`src/rtl/watch_ctrl.sv`:
```
// Stopwatch controller: debounces start/stop and lap/clear buttons, runs the
// CLEAR/ZERO/RUN/LAP/STOPPED state machine and drives counter enable/clear/hold.
// Latency: press pulse 2+DEB_CNT cycles after raw input settles; outputs follow next edge.
// Optional lap feature: define WATCH_LAP_EN to enable the LAP (display hold) state.
module watch_ctrl #(
  parameter int unsigned DEB_CNT = 16
) (
  input  logic       CLK,
  input  logic       RESET_N,
  input  logic       LOCKED,
  input  logic       STRTSTOP,
  input  logic       LAPRST,
  output logic       CLKEN,
  output logic       RST,
  output logic       HOLD,
  output logic [2:0] STATE
);

  localparam int CNT_W = 16;
  localparam logic [CNT_W-1:0] CNT_LAST = CNT_W'(DEB_CNT - 1);

  typedef enum logic [2:0] {
    S_CLEAR   = 3'd0,
    S_ZERO    = 3'd1,
    S_RUN     = 3'd2,
    S_LAP     = 3'd3,
    S_STOPPED = 3'd4
  } state_e;

  // Bit 0 is the start/stop button, bit 1 the lap/clear button.
  logic [1:0]            sync1_q, sync2_q;
  logic [1:0]            lvl_q, lvl_d;
  logic [1:0]            pulse_q, pulse_d;
  logic [1:0][CNT_W-1:0] cnt_q, cnt_d;

  state_e state_q, state_d;
  logic   clken_q, rst_q, hold_q;
  logic   clken_d, rst_d, hold_d;
  logic   ss_p, lap_p, lap_run;

  // Synchronizers, debounce state and press pulses.
  always_ff @(posedge CLK or negedge RESET_N) begin
    if (!RESET_N) begin
      sync1_q <= '0;
      sync2_q <= '0;
      lvl_q   <= '0;
      pulse_q <= '0;
      cnt_q   <= '0;
    end else begin
      sync1_q <= {LAPRST, STRTSTOP};
      sync2_q <= sync1_q;
      lvl_q   <= lvl_d;
      pulse_q <= pulse_d;
      cnt_q   <= cnt_d;
    end
  end

  // Debounce: count consecutive samples that disagree with the level; flip on the last one.
  always_comb begin
    lvl_d   = lvl_q;
    cnt_d   = cnt_q;
    pulse_d = '0;
    for (int i = 0; i < 2; i++) begin
      if (sync2_q[i] == lvl_q[i]) begin
        cnt_d[i] = '0;
      end else if (cnt_q[i] == CNT_LAST) begin
        lvl_d[i]   = ~lvl_q[i];
        cnt_d[i]   = '0;
        pulse_d[i] = ~lvl_q[i];
      end else begin
        cnt_d[i] = cnt_q[i] + 1'b1;
      end
    end
  end

  assign ss_p  = pulse_q[0];
  assign lap_p = pulse_q[1];

  // A lap press only acts in RUN when the lap feature exists; start/stop always wins.
`ifdef WATCH_LAP_EN
  assign lap_run = lap_p & ~ss_p;
`else
  assign lap_run = 1'b0;
`endif

  // State register and registered decoded outputs, updated together.
  always_ff @(posedge CLK or negedge RESET_N) begin
    if (!RESET_N) begin
      state_q <= S_CLEAR;
      clken_q <= 1'b0;
      rst_q   <= 1'b0;
      hold_q  <= 1'b0;
    end else begin
      state_q <= state_d;
      clken_q <= clken_d;
      rst_q   <= rst_d;
      hold_q  <= hold_d;
    end
  end

  // Next-state logic and output decode from the next state.
  always_comb begin
    state_d = state_q;
    unique case (state_q)
      // Straight out of reset RST is still low, so CLEAR is held one extra
      // edge to give the counter its one-cycle clear pulse.
      S_CLEAR:   state_d = rst_q ? S_ZERO : S_CLEAR;
      S_ZERO:    if (ss_p && LOCKED) state_d = S_RUN;
      S_RUN: begin
        if (ss_p || !LOCKED) state_d = S_STOPPED;
        else if (lap_run)    state_d = S_LAP;
      end
      S_LAP: begin
        if (ss_p || !LOCKED) state_d = S_STOPPED;
        else if (lap_p)      state_d = S_RUN;
      end
      S_STOPPED: begin
        if (ss_p) begin
          if (LOCKED) state_d = S_RUN;
        end else if (lap_p) begin
          state_d = S_CLEAR;
        end
      end
      default:   state_d = S_CLEAR;
    endcase

    clken_d = (state_d == S_RUN) || (state_d == S_LAP);
    rst_d   = (state_d == S_CLEAR);
`ifdef WATCH_LAP_EN
    hold_d  = (state_d == S_LAP);
`else
    hold_d  = 1'b0;
`endif
  end

  assign CLKEN = clken_q;
  assign RST   = rst_q;
  assign HOLD  = hold_q;
  assign STATE = state_q;

endmodule

```
`config.mk`:
```
export PLATFORM = sky130hd
export DESIGN_NAME = watch_ctrl
export DESIGN_NICKNAME = d
export VERILOG_FILES = /design/src/rtl/watch_ctrl.sv
export SDC_FILE = /design/constraint.sdc
export NUM_CORES = 1
export LEC_CHECK = 0
export ABC_AREA = 1
export ABC_CLOCK_PERIOD_IN_PS = 1800
export CAP_MARGIN = 30
export CORE_ASPECT_RATIO = 1.25
export CORE_MARGIN = 10
export CORE_UTILIZATION = 55
export DETAILED_ROUTE_END_ITERATION = 16
export GPL_TIMING_DRIVEN = 0
export PLACE_DENSITY = 0.78
export SETUP_SLACK_MARGIN = 0.02
export SLEW_MARGIN = 30
export SYNTH_ARGS = -nofsm -noshare
export SYNTH_HDL_FRONTEND = slang
export SYNTH_SLANG_ARGS = --single-unit
```
`constraint.sdc`:
```
create_clock -name CLK -period 1.8 [get_ports CLK]
set_input_delay 0.18 -clock CLK [delete_from_list [all_inputs] [get_ports CLK]]
set_output_delay 0.18 -clock CLK [all_outputs]
set_load 0.01 [all_outputs]
```
==> flow_summary.json <==
{
  "num_vias": 1897,
  "pin_count": 11,
  "dp_slack_ns": 0.3340,
  "antenna_left": 0,
  "synthCells": 303,
  "drv_cap": 0,
  "grt_pass1_vias": 1849,
  "cts_sinks": 45,
  "synthTopCellsByCount": "nor2_1, nand2_1, dfrtp_1",
  "yosysUniqueCellTypes": 21,
  "worst_pin_slew_ns": 0.5618,
  "synth_edf_count": 0,
  "seq_area_sq_um": 1126,
  "ctsResizeCount": 0,
  "clock_skew_ns": 0.006637,
  "syn_to_final_growth_pct": 12.62,
  "cts_htree_levels": 2,
  "die-area_sq_um": 7139,
  "path_common_cell": "nand2_1",
  "synthDominantCellAreaShare_pct": 49.37,
  "grt_remaining_overflow": 0,
  "dp_hpwl_um": 3223,
  "finalSetupViolCount": 0,
  "peakVddDrop_mv": 0.4469,
  "slowest_delay_ns": 0.40,
  "power_mw": 1.899,
  "die_height_um": 92,
  "track_usage_pct": 13.20,
  "synth_area_leaders": "dfrtp_1, nor2_1, nand2_1, inv_1, nand3_1",
  "fillers": 394,
  "firstDrtPassIters": 4,
  "vias_per_cell": 5.032,
  "cts_made_buffers": 5,
  "leakage_nw": 1.150,
  "synth_most_common_cell": "nor2_1",
  "drv_slew": 0,
  "hp-class": "in -> reg",
  "core_sq_um": 4034,
  "synth_ff_type": "dfrtp_1",
  "root_buffer": "clkbuf_8",
  "drc": 0,
  "period_needed_ns": 1.463,
  "clock_path_buffers": 2,
  "fin_nets": 327,
  "grt_max_degree": 46,
  "wl_um": 4397,
  "synth_seq_cells": 45,
  "fin_ws_ns": 0.3367,
  "path_clk_slew_ns": 0.08,
  "cp_max_fo": 4,
  "cts_tree": "done",
  "power_density_nw_per_um2": 739.1,
  "postCtsHoldBufs": 1,
  "grt_pass1_wl_um": 7872,
  "portBuffers": 9,
  "ys_seq_area_share_pct": 49.37,
  "synth_nets": 310,
  "antenna_found_initial": 0,
  "synth_async_sr_flop_share_pct": 100.0,
  "worstSkewPairLatency_ns": 0.30,
  "post_cts_buffers": 0,
  "multi_input_area_sq_um": 1017,
  "clock.fmax_mhz": 683.4,
  "detail_route.wl_per_cell_um": 11.66,
  "yosysWarnings": 0,
  "end_kind": "flop",
  "arrival_ns": 1.65,
  "n_antenna_cell": 0,
  "start_util_pct": 56.54,
  "synth_area_per_cell_sq_um": 7.528,
  "path_class": "reg -> reg",
  "post-route-period-util_pct": 81.30,
  "relSlewSlack_pct": 62.55,
  "yosys.area.top_type": "dfrtp_1",
  "drive_gt1_share_pct": 6.542,
  "hold_violations": 0,
  "mappedNetlistArea_sq_um": 2281,
  "rows": 26,
  "drt-initial-drc-count": 95,
  "rsz0062_at_grt": "no",
  "status": "completed",
  "cp-start-kind": "flop",
  "gp_congestion": 0.8825,
  "cp_slowest_cell": "dfrtp_1",
  "cp_cell_sequence": "ha_1, nand2_1, nor2_2, inv_1, nor2_1, nand2_1, nand2_1, nor2_1",
  "critPathRequiredTime_ns": 1.99,
  "die_x_um": 77.60
}
==> where the power goes <==
group	total (mW)	internal [mW]	switching, mW
registers	1.04	1.03	0.0128
logic	0.0703	0.0232	0.0472
clock network	0.790	0.451	0.339
total	1.90	1.50	0.399
==> layout by cell type, fill, tap and decap left out <==
| cell | count |
|---|---|
| nor2_1 | 79 |
| buf_4 | 2 |
| inv_1 | 31 |
| dlygate4sd3_1 | 1 |
| xor2_1 | 9 |
| clkinvlp_4 | 1 |
| conb_1 | 1 |
| nand3_1 | 19 |
| nand4_1 | 10 |
| xnor2_1 | 2 |
| o21bai_1 | 4 |
| clkdlybuf4s50_1 | 8 |
| ha_1 | 2 |
| nor3b_1 | 2 |
| o21ai_1 | 4 |
| o21ai_0 | 1 |
| inv_2 | 1 |
| clkbuf_8 | 6 |
| nor2_2 | 5 |
| nand2_2 | 3 |
| nand2_1 | 74 |
| dfrtp_1 | 45 |
| buf_2 | 2 |
| nor3_1 | 6 |
| a21oi_1 | 2 |
| bufinv_16 | 1 |
==> routing by layer <==
metal	wire (um)	track usage [%]
met5	0	0
met4	63	6.098
met3	107	3.320
met2	2344	23.34
met1	1883	14.39
==> flip-flops by register name, indices dropped and copies added (netlist names) <==
name,count
lvl_q,2
STATE,3
sync1_q,2
pulse_q,2
CLKEN,1
RST,1
cnt_q,32
sync2_q,2
==> per-stage QoR <==
stage / hold slack, ns / area, sq um / utilization, % / setup TNS [ns] / cells
floorplan: -0.1156 / 2281 / - / 0 / 303
global placement: 0.3347 / 2441 / 60.51 / -30.36 / 368
detailed placement: 0.2165 / 2439 / 60.45 / 0 / 368
CTS: 0.3108 / 2569 / 63.68 / 0 / 377
global route: 0.3225 / 2569 / 63.68 / 0 / 377
finish: 0.3191 / 2569 / 63.68 / 0 / 377
==> cell type report <==
class                      instances  area share (%)
clock buffer                       6           3.215
timing repair buffer              10           3.799
sequential                        45           43.84
inverter                          32           4.676
multi-input combinational        223           39.60
tap                               56           2.728
buffer                             3          0.6819
clock inverter                     2           1.461
==> critical path: cells and delay by family (launching register included) <==
| family | cells | cell delay, ns |
|---|---|---|
| flip-flops | 1 | 0.40 |
| adder cells (fa/ha/maj) | 1 | 0.18 |
| buffers and inverters | 1 | 0.10 |
| AND/OR/NAND/NOR | 6 | 0.67 |
==> cells by family (layout without fill, tap and decap cells) <==
kind of cell,count (synthesis),count (layout),synth area share [%]
AO/OA/AOI/OAI,11,11,2.852
XOR/XNOR,11,11,4.224
adder cells (fa/ha/maj),2,2,1.097
buffers and inverters,35,53,6.034
flip-flops,45,45,49.37
other,1,1,0.1644
AND/OR/NAND/NOR,198,198,36.26
==> final timing paths <==
| kind | to | slack, ns | startpoint | depth (start not counted) |
|---|---|---|---|---|
| min in group asynchronous | cnt_q[8] | 0.41 | RESET_N | 2 |
| worst min-delay path | sync1_q[0] | 0.32 | STRTSTOP | 1 |
| worst max register to register | cnt_q[20] | 0.34 | cnt_q[16] | 8 |
| worst min register to register | sync2_q[1] | 0.35 | sync1_q[1] | 0 |
| max in group asynchronous | cnt_q[6] | 1.00 | RESET_N | 2 |
| worst max-delay path | cnt_q[20] | 0.34 | cnt_q[16] | 8 |
(Power assumes the default switching activity.)
